**config.mk**
```make
export PLATFORM = sky130hd
export DESIGN_NAME = block_field_painter
export DESIGN_NICKNAME = d
export VERILOG_FILES = /design/src/rtl/block_field_painter.sv
export SDC_FILE = /design/constraint.sdc
export NUM_CORES = 1
export LEC_CHECK = 0
export ABC_CLOCK_PERIOD_IN_PS = 2900
export CORE_MARGIN = 4
export CORE_UTILIZATION = 35
export DETAILED_ROUTE_END_ITERATION = 10
export PLACE_DENSITY = 0.65
export SLEW_MARGIN = 20
export SYNTH_ARGS = -nofsm -noshare
export SYNTH_HDL_FRONTEND = slang
export SYNTH_SLANG_ARGS = --single-unit
```
**constraint.sdc**
```tcl
create_clock -name clk -period 2.9 [get_ports clk]
set_input_delay 0.58 -clock clk [delete_from_list [all_inputs] [get_ports clk]]
set_output_delay 0.58 -clock clk [all_outputs]
set_load 0.01 [all_outputs]
```
**src/rtl/block_field_painter.sv**
```systemverilog
// Breakout block-field painter: double-buffered per-row hit-count fetch over req/ack, 1-cycle pixel path.
// Define BLOCK_BEVEL_EN to draw block edges as a light (top/left) / dark (bottom/right) bevel instead of a gap.
module block_field_painter #(
   parameter int         BORDER_WIDTH   = 8,
   parameter int         BLOCK_WIDTH    = 48,
   parameter int         BLOCK_HEIGHT   = 16,
   parameter int         BLOCKS_PER_ROW = 13,
   parameter int         NUM_ROWS       = 16,
   parameter int         STATE_BITS     = 2,
   parameter logic [5:0] COLOR_L1       = 6'b001100,
   parameter logic [5:0] COLOR_L2       = 6'b110100,
   parameter logic [5:0] COLOR_L3       = 6'b110000
) (
   input  logic                                 clk,
   input  logic                                 rst,
   input  logic [9:0]                           hpos,
   input  logic [8:0]                           vpos,
   input  logic                                 new_frame,
   input  logic                                 new_line,
   output logic                                 row_req,
   output logic [$clog2(NUM_ROWS)-1:0]          row_addr,
   input  logic                                 row_ack,
   input  logic [BLOCKS_PER_ROW*STATE_BITS-1:0] row_data,
   output logic                                 block_en,
   output logic [5:0]                           color,
   output logic                                 underrun
);

   localparam int ROW_W = BLOCKS_PER_ROW * STATE_BITS;
   localparam int AW    = $clog2(NUM_ROWS);
   localparam int BXW   = $clog2(BLOCK_WIDTH);
   localparam int BYW   = $clog2(BLOCK_HEIGHT);
   localparam int CW    = $clog2(BLOCKS_PER_ROW + 1);

   localparam logic [9:0]     X_LO      = 10'(BORDER_WIDTH);
   localparam logic [9:0]     X_HI      = 10'(BORDER_WIDTH + BLOCKS_PER_ROW * BLOCK_WIDTH);
   localparam logic [8:0]     Y_LO      = 9'(BORDER_WIDTH);
   localparam logic [8:0]     Y_HI      = 9'(BORDER_WIDTH + NUM_ROWS * BLOCK_HEIGHT);
   localparam logic [BXW-1:0] BX_LAST   = BXW'(BLOCK_WIDTH - 1);
   localparam logic [BYW-1:0] BY_LAST   = BYW'(BLOCK_HEIGHT - 1);
   localparam logic [AW-1:0]  ADDR_LAST = AW'(NUM_ROWS - 1);

   typedef enum logic [1:0] {IDLE, FETCH, FULL} state_t;

   state_t                 state;
   logic [ROW_W-1:0]       next_buf, active_buf;
   logic                   flush_pending, flush_idle;
   logic [AW-1:0]          flush_addr, cur_addr, next_addr;
   logic                   addr_last;
   logic [BXW-1:0]         bx;
   logic [BYW-1:0]         by;
   logic [CW-1:0]          col;
   logic                   in_x, in_y, row_start, swap;
   logic [STATE_BITS-1:0]  h;
   logic                   edge_tl, edge_br, drawn;
   logic [5:0]             pal, pix;

   assign in_x      = (hpos >= X_LO) && (hpos < X_HI);
   assign in_y      = (vpos >= Y_LO) && (vpos < Y_HI);
   assign row_start = (vpos == Y_LO) || (by == BY_LAST);
   assign swap      = new_line && !new_frame && in_y && row_start;

   // While a flush is outstanding row_addr still shows the abandoned row; the real position is flush_addr.
   assign cur_addr  = flush_pending ? flush_addr : row_addr;
   assign addr_last = (cur_addr == ADDR_LAST);
   assign next_addr = addr_last ? cur_addr : cur_addr + 1'b1;

   always_ff @(posedge clk or posedge rst) begin
      if (rst) begin
         bx  <= '0;
         col <= '0;
         by  <= '0;
      end else begin
         if (new_line) begin
            bx  <= '0;
            col <= '0;
         end else if (in_x) begin
            if (bx == BX_LAST) begin
               bx  <= '0;
               col <= col + 1'b1;
            end else begin
               bx <= bx + 1'b1;
            end
         end
         if (new_frame)
            by <= '0;
         else if (new_line && in_y)
            by <= row_start ? '0 : by + 1'b1;
      end
   end

   always_ff @(posedge clk or posedge rst) begin
      if (rst) begin
         state         <= IDLE;
         row_req       <= 1'b0;
         row_addr      <= '0;
         next_buf      <= '0;
         active_buf    <= '0;
         flush_pending <= 1'b0;
         flush_addr    <= '0;
         flush_idle    <= 1'b0;
         underrun      <= 1'b0;
      end else if (new_frame) begin
         active_buf <= '0;
         underrun   <= 1'b0;
         next_buf   <= '0;
         if (state == FETCH && !row_ack) begin
            flush_pending <= 1'b1;
            flush_addr    <= '0;
            flush_idle    <= 1'b0;
         end else begin
            row_addr      <= '0;
            state         <= FETCH;
            row_req       <= 1'b1;
            flush_pending <= 1'b0;
         end
      end else if (swap) begin
         if (state == FULL) begin
            active_buf <= next_buf;
            row_addr   <= next_addr;
            state      <= addr_last ? IDLE : FETCH;
            row_req    <= !addr_last;
         end else begin
            // Row not ready in time: show it blank and move on to the next row.
            active_buf <= '0;
            underrun   <= 1'b1;
            if (state == FETCH && !row_ack) begin
               flush_pending <= 1'b1;
               flush_addr    <= next_addr;
               flush_idle    <= addr_last;
            end else begin
               row_addr      <= next_addr;
               state         <= addr_last ? IDLE : FETCH;
               row_req       <= !addr_last;
               flush_pending <= 1'b0;
            end
         end
      end else if (state == FETCH && row_ack) begin
         if (flush_pending) begin
            flush_pending <= 1'b0;
            row_addr      <= flush_addr;
            state         <= flush_idle ? IDLE : FETCH;
            row_req       <= !flush_idle;
         end else begin
            next_buf <= row_data;
            state    <= FULL;
            row_req  <= 1'b0;
         end
      end
   end

   always_comb begin
      h = '0;
      for (int i = 0; i < BLOCKS_PER_ROW; i++)
         if (col == CW'(i)) h = active_buf[i*STATE_BITS +: STATE_BITS];
   end

   assign edge_tl = (bx == '0) || (by == '0);
   assign edge_br = (bx == BX_LAST) || (by == BY_LAST);
   assign pal     = (h == STATE_BITS'(1)) ? COLOR_L1 :
                    (h == STATE_BITS'(2)) ? COLOR_L2 : COLOR_L3;

`ifdef BLOCK_BEVEL_EN
   assign drawn = in_x && in_y && (h != '0);
   // Corners take the light treatment.
   assign pix   = edge_tl ? (pal | 6'b010101) :
                  edge_br ? {1'b0, pal[5], 1'b0, pal[3], 1'b0, pal[1]} : pal;
`else
   assign drawn = in_x && in_y && (h != '0) && !edge_tl && !edge_br;
   assign pix   = pal;
`endif

   always_ff @(posedge clk or posedge rst) begin
      if (rst) begin
         block_en <= 1'b0;
         color    <= '0;
      end else begin
         block_en <= drawn;
         color    <= drawn ? pix : 6'b0;
      end
   end

endmodule

```
* Yosys cells after proc, flatten, opt, wreduce, memory -nomap -nowiden
Index checks and enable logic that the tools add are counted.
Storage, ports and cells: register bits 87, input bits 50, output and inout bits 13
Operators by class: add/subtract/negate cells 4, magnitude comparators 4, eq/ne operators 26, muxes and demuxes 74, reductions and logical operators 37
Operator list (number):
- 26-bit two-way mux | 7
- 4-bit two-way mux | 19
- 2-bit two-way mux | 20
- 6-bit two-way mux | 5
- 4-bit == test (second input constant) | 7
- 1-bit two-way mux | 22
- 4-bit by 3-bit == test with 1-bit output (second input constant) | 4
- 4-bit by 1-bit adder with 4-bit output (second input constant) | 3
- 1-bit logical AND | 12
- 2-bit nonzero test | 6
- 10-bit by 4-bit >= comparator with 1-bit output (second input constant) | 1
- 10-bit less-than comparator (second input constant) | 1
- 9-bit by 4-bit == test with 1-bit output (second input constant) | 1
- 9-bit by 4-bit >= comparator with 1-bit output (second input constant) | 1
- 9-bit less-than comparator (second input constant) | 1
- 3-bit AND reduction | 3
- 4-bit by 2-bit == test with 1-bit output (second input constant) | 2
- 4-bit zero test | 2
- 2-bit != test (second input constant) | 4
- 6-bit by 1-bit adder with 6-bit output (second input constant) | 1
- 6-bit == test (second input constant) | 1
- 1-bit zero test | 6
- 6-bit zero test | 1
- 2-bit AND reduction | 3
- other kinds (8) | 12

* Depth between registers and ports, before layout
Gate-level depths: netlist (run 1).
depth in word-level cells 19, mapped depth 13

* Worst setup path after synthesis (run 1)
No wires, ideal clock.
path type reg2reg, from reg col[0], to reg color[3], arrival 2.514 ns, setup slack 0.267 ns, stages on the path, launching flop included 13, buffers on the path 1, clock period less this slack 2.633 ns, path through dfrtp_1 inv_1 ha_1 clkbuf_1 inv_1 mux2_2 mux2_2 o311ai_0 ha_1 and3b_1 nand4b_1 inv_1 and2_1
Between the ends: cells in the longest elaborated chain, start to end 19, elaborated cells between the ends (all ways) 33, those cells by class eq/ne: 13; mux: 15; reduce/logical: 5
RTL lines:
- from (decl) | line 52 | logic [CW-1:0] col;
- from (signal assigned) | line 80 | col <= col + 1'b1;
- 4-bit zero test | line 155 | if (col == CW'(i)) h = active_buf[i*STATE_BITS +: STATE_BITS];
- 2-bit two-way mux (12 in series) | line 155
- 2-bit two-way mux (*) | line 155
- 2-bit nonzero test (*) | line 169 | assign drawn = in_x && in_y && (h != '0) && !edge_tl && !edge_br;
- 1-bit logical AND (*) (3 in series) | line 169
- via drawn | line 55 | logic edge_tl, edge_br, drawn;
- 6-bit two-way mux (*) | line 179 | color <= drawn ? pix : 6'b0;
- to (signal assigned) | line 179
- to (decl) | line 25 | output logic [5:0] color,
The timed path passes the listed nets; every way through them passes the cells marked *. A chain may end at the register's enable or synchronous reset.

* Worst setup path after layout (run 1)
Ends and elaborated chain as after synthesis.

==> results of run 1 <==
routing by layer:
layer / vias up / GRT usage / wire length, um
met1: 1587 / 0.1889 / 4196
met5: - / 0 / 0
met2: 84 / 0.2279 / 4351
met4: 0 / 0.03211 / 71
li1: 1544 / - / -
met3: 6 / 0.03109 / 412
stage by stage:
step                instances  cell area (um^2)  TNS [ns]  total power, mW
floorplan                 384              4141         0            1.469
global placement          574              4912   -0.2415            1.619
detailed placement        574              4912   -0.9422            1.628
CTS                       590              5197         0            2.721
global route              590              5197         0            2.810
finish                    590              5197         0            2.694
kinds of logic (layout without fill, tap and decap cells):
logic type | count (synthesis) | after routing
adder cells (fa/ha/maj) | 12 | 12
multiplexers | 14 | 14
other | 1 | 2
XOR/XNOR | 5 | 5
flip-flops | 83 | 83
AND/OR/NAND/NOR | 90 | 90
AO/OA/AOI/OAI | 132 | 132
buffers and inverters | 46 | 109
layout make-up:
cell class,count,area [um^2],area share
inverters,20,76.32,0.01468
repair buffers,73,740.7,0.1425
clock inverters,7,60.06,0.01156
multi-input cells,255,1839,0.3539
flip-flops and latches,83,2077,0.3996
clock buffers,9,225.2,0.04333
well taps,143,178.9,0.03442
flip-flops by register name (all words and copies together) (netlist names):
name           cells
block_en           1
underrun           1
flush_idle         1
bx                 6
active_buf        26
state              2
flush_pending      1
color              3
col                4
flush_addr         4
by                 4
row_addr           4
next_buf          26
power by group:
part           internal (mW)  total (mW)  leakage, nW  switching [mW]
Clock                  0.595        1.09        0.131           0.492
Sequential              1.20        1.25         1.14          0.0431
Combinational          0.175       0.361         1.07           0.186
layout by cell type, fill, tap and decap left out, types with 8 or more instances in the layout:
master / netlist / layout
nand2_1: 23 / 23
o21ai_0: 19 / 19
nand3_1: 11 / 11
inv_1: 20 / 19
clkbuf_16: 0 / 9
mux2_2: 8 / 8
a21oi_1: 18 / 18
ha_1: 11 / 11
a22o_1: 57 / 57
clkdlybuf4s50_1: 0 / 57
nor2_1: 20 / 20
buf_4: 3 / 12
dfrtp_1: 83 / 83
final timing paths:
| kind | start | end | depth (start not counted) |
|---|---|---|---|
| worst max-delay path | col[0]$_DFFE_PP0P_ | color[3]$_DFF_PP0_ | 11 |
| worst min-delay path | rst | flush_addr[1]$_DFFE_PP0P_ | 2 |
| worst max register to register | col[0]$_DFFE_PP0P_ | color[3]$_DFF_PP0_ | 11 |
| worst min register to register | next_buf[4]$_DFFE_PP0P_ | active_buf[4]$_DFFE_PP0P_ | 1 |
| max in group asynchronous | rst | bx[2]$_DFFE_PP0P_ | 3 |
| min in group clk | next_buf[4]$_DFFE_PP0P_ | active_buf[4]$_DFFE_PP0P_ | 1 |
worst max-delay path: stages, from the launching register on:
cell and delay (ns):
dfrtp_1 0.38, inv_1 0.10, ha_1 0.22, inv_1 0.11
mux2_2 0.33, mux2_2 0.27, o311ai_1 0.38, ha_1 0.23
and3b_1 0.17, nand4b_1 0.13, inv_1 0.06, and2_1 0.15
what timing repair did:
| item | in CTS | in global routing |
|---|---|---|
| gates resized for setup | 0 | 1 |
| hold endpoints to repair | 0 | 0 |
| setup endpoints to repair | 0 | 2 |
| buffers inserted | 0 | 0 |
==> flow_summary.yaml, run 1 <==
routing:
  wire_per_inst_um: 15.31
  wl_um: 9031
  drc: 0
  drt_iter0_drc: 215
  viasPerCell: 5.459
  drtAntennaViolNets: 0
  drt-pass1-iter-count: 4
  num_vias: 3221
synthesis:
  ys_seq_area_frac: 0.5020
  synth-xor-area-share: 0.01058
  ys_warn_count: 0
  synth_area_leaders: "dfrtp_1 50%, a22o_1 12%, ha_1 3.3%"
  ys_seq_elements: 83
  syn_area_um2: 4138
  synth_compound_area_frac: 0.2440
  synth_edf_count: 0
  synthAdderAreaFrac: 0.03568
  yosysMostFrequentCell: "dfrtp_1"
  synth_common_cells: "83 x dfrtp_1, 57 x a22o_1, 23 x nand2_1, 20 x inv_1, 20 x nor2_1"
  synth_cell_types: 60
  synth_top_area_cell: "dfrtp_1"
  syn-mean-instance-area_um2: 10.80
  synth_top_family_by_area: "compound AO/OA/AOI/OAI gates"
  ys_async_sr_fraction: 1.000
  yosys.area_share.simple: 0.1161
  synth_mux_area_frac: 0.03629
  syn_inst: 383
  synth.top_cell.area_share: 0.5020
  synth_ff_type: "dfrtp_1"
global_route:
  grt_max_degree: 73
  antenna_found_initial: 0
  grt_overflow: 0
  grt.total_usage: 0.1391
  grt_pass1_vias: 3205
  grt_pass1_wl_um: 15230
floorplan:
  fp.dieH_um: 116.7
  rows: 39
  start_util: 0.3593
  die_width_um: 116.7
  io_pins: 63
  die-area_um2: 13630
  coreArea_um2: 11520
worst_setup_path:
  cp-end-kind: "register"
  cp.required_ns: 3.12
  crit_fanout: 4
  crit_arrival_ns: 2.87
  reg2reg_slack_ns: 0.26
  cp-start-kind: "register"
  worstSetupPathType: "register to register"
layout:
  fill_cells: 1066
  diodes: 0
  drive_above_1_share: 0.1074
  area_growth_pct: 25.61
  nets: 503
  post-route-util: 0.4513
sta:
  worst_clock_skew_ns: 0.008572
  slew_violations: 0
  max_freq_mhz: 378.1
  final-setup-viol-count: 0
  finalHoldViolCount: 0
  period_needed_ns: 2.645
  whs_ns: 0.4862
  rsz0062_at_grt: "false"
  timing.final.crit_share: 0.9119
  setup_ws_ns: 0.2555
clock_tree:
  clk_latency_ns: 0.33
  clockRootBuffer: "clkbuf_16"
  clock-sinks: 83
  hold_buffers: 0
  cts_tree: "yes"
  ctsHtreeMaxLevel: 3
  path_clk_slew_ns: 0.07
  cts-buffers-inserted: 9
  clk_path_buf_depth: 2
status:
  status: "complete, no violations"
pwr:
  peakVddDrop_v: 0.0002660
  powerDensity_nw_per_um2: 518.4
  p_leak_nw: 2.340
placement:
  pre_cts_slack_ns: -0.05067
  dp_hpwl_um: 6435
  gp_congestion: 0.8427
  port_buffers: 57
worst_hold_path:
  hp-class: "input port to async pin"
job:
  cap_violations: 0
(Power assumes the default switching activity.)
==> run 2, diff against run 1 <==
--- a/config.mk
+++ b/config.mk
@@ -14,3 +14,4 @@
 export SYNTH_ARGS = -nofsm -noshare
 export SYNTH_HDL_FRONTEND = slang
 export SYNTH_SLANG_ARGS = --single-unit
+export TNS_END_PERCENT = 5
==> results of run 2 <==
Final layout, timing and power as in run 1 (identical DEF).
==> run 3, diff against run 2 <==
==> constraint.sdc (replaced) <==
create_clock -name clk -period 2.9 [get_ports clk]
set_input_delay 0.435 -clock clk [delete_from_list [all_inputs] [get_ports clk]]
set_output_delay 0.435 -clock clk [all_outputs]
set_load 0.01 [all_outputs]
==> flow_summary.yaml, run 3 (synthesis results as in run 1) <==
worst_setup_path:
  cp-end-kind: "register"
  crit_fanout: 11
  path_delay_family: "compound AO/OA/AOI/OAI gates"
  crit_chain: "inv_1 -> ha_1 -> buf_4 -> nor2_1 -> a221oi_1 -> o22ai_1 -> o32ai_1 -> a22oi_1 -> ha_1 -> and3b_1 -> nand4b_1 -> inv_1 -> and2_1"
  crit_arrival_ns: 2.91
  crit_slowest_cell: "dfrtp_1"
  cp-start-kind: "register"
  path_buf_inv: 3
  cp.required_ns: 3.17
  critPathMaxStageDelay_ns: 0.42
  worstSetupPathType: "register to register"
pwr:
  power_mw: 2.706
  peakVddDrop_v: 0.0002931
  p_leak_nw: 2.342
  powerDensity_nw_per_um2: 521.9
routing:
  drt_iter0_drc: 210
  drt-pass1-iter-count: 4
  wl_um: 9247
  drtAntennaViolNets: 0
  viasPerCell: 5.445
  num_vias: 3207
  wire_per_inst_um: 15.70
  drc: 0
clock_tree:
  cts_tree: "yes"
  ctsHtreeMaxLevel: 3
  hold_buffers: 0
  path_clk_slew_ns: 0.07
  clock-sinks: 83
  clk_latency_ns: 0.33
  cts-buffers-inserted: 9
  clockRootBuffer: "clkbuf_16"
  clk_path_buf_depth: 2
sta:
  worst_clock_skew_ns: 0.009006
  timing.final.crit_share: 0.9101
  slew_headroom: 0.5669
  max_freq_mhz: 378.9
  setup_ws_ns: 0.2607
  period_needed_ns: 2.639
  tightest_slew_ns: 0.6489
  final-setup-viol-count: 0
  rsz0062_at_grt: "false"
  whs_ns: 0.4878
  slew_violations: 0
  finalHoldViolCount: 0
global_route:
  grt.total_usage: 0.1441
  grt_max_degree: 51
  grt_pass1_wl_um: 15670
  antenna_found_initial: 0
  grt_pass1_vias: 3240
  grt_overflow: 0
layout:
  fill_cells: 1105
  diodes: 0
  fin_cells: 589
  drive_above_1_share: 0.1054
  layout_commonest_cell: "dfrtp_1"
  mostFrequentLayoutCells: "83 x dfrtp_1, 57 x a22o_1, 57 x clkdlybuf4s50_1"
  area_growth_pct: 25.31
  reg_top3: "active_buf x26, next_buf x26, bx x6"
  fin_area_um2: 5185
  nets: 502
status:
  status: "complete, no violations"
placement:
  port_buffers: 57
  dp.cells: 573
  dp_hpwl_um: 6570
  gp_congestion: 0.8794
  placed_cell_area_um2: 4892
  pre_cts_slack_ns: -0.04966
floorplan:
  fp.dieH_um: 116.7
  start_util: 0.3593
  coreArea_um2: 11520
  rows: 39
  die_width_um: 116.7
  io_pins: 63
  die-area_um2: 13630
worst_hold_path:
  hp-class: "input port to async pin"
job:
  cap_violations: 0
-- run 3: metal layers --
| layer | vias to the layer above | wire (um) | GRT usage |
|---|---|---|---|
| met5 | - | 0 | 0 |
| met1 | 1566 | 4287 | 0.1954 |
| li1 | 1544 | - | - |
| met2 | 83 | 4374 | 0.2287 |
| met3 | 14 | 424 | 0.03316 |
| met4 | 0 | 161 | 0.04664 |
-- run 3: cell type report --
class	count	area, um^2	area share
Clock buffer	10	239.0	0.04609
Clock inverter	6	53.80	0.01038
Inverter	20	76.32	0.01472
Multi-Input combinational cell	255	1839	0.3547
Sequential cell	83	2077	0.4006
Tap cell	143	178.9	0.03451
Timing Repair Buffer	72	720.7	0.1390
-- run 3: worst register-to-register path: stages, from the launching register on --
cell	delay (ns)
dfrtp_1	0.42
inv_1	0.12
ha_1	0.21
buf_4	0.19
nor2_1	0.06
a221oi_1	0.29
o22ai_1	0.13
o32ai_1	0.23
a22oi_1	0.15
ha_1	0.23
and3b_1	0.21
nand4b_1	0.13
inv_1	0.10
and2_1	0.12
-- run 3: metrics by stage --
step | setup TNS (ns) | util
after floorplan | 0 | -
after global placement | 0 | 0.4248
after detailed placement | -0.07160 | 0.4248
after CTS | 0 | 0.4502
after global routing | 0 | 0.4502
final | 0 | 0.4502
-- run 3: repair_timing --
action / CTS / global route
buffers inserted: 0 / 0
gates resized for setup: 0 / 1
hold endpoints to repair: 0 / 0
setup endpoints to repair: 0 / 1
-- run 3: final timing paths --
| path | endpoint | startpoint | slack, ns | depth (start not counted) |
|---|---|---|---|---|
| max | color[3]$_DFF_PP0_ | col[1]$_DFFE_PP0P_ | 0.26 | 13 |
| min | flush_addr[0]$_DFFE_PP0P_ | rst | 0.49 | 2 |
| max reg2reg | color[3]$_DFF_PP0_ | col[1]$_DFFE_PP0P_ | 0.26 | 13 |
| min reg2reg | active_buf[24]$_DFFE_PP0P_ | next_buf[24]$_DFFE_PP0P_ | 0.50 | 1 |
| max in group asynchronous | col[1]$_DFFE_PP0P_ | rst | 1.74 | 3 |
| min in group clk | active_buf[24]$_DFFE_PP0P_ | next_buf[24]$_DFFE_PP0P_ | 0.50 | 1 |
-- run 3: power by group --
part	switching, mW	leakage [nW]	internal [mW]
Sequential	0.0428	1.14	1.20
Clock	0.485	0.142	0.620
Combinational	0.184	1.06	0.171
Total	0.711	2.34	1.99
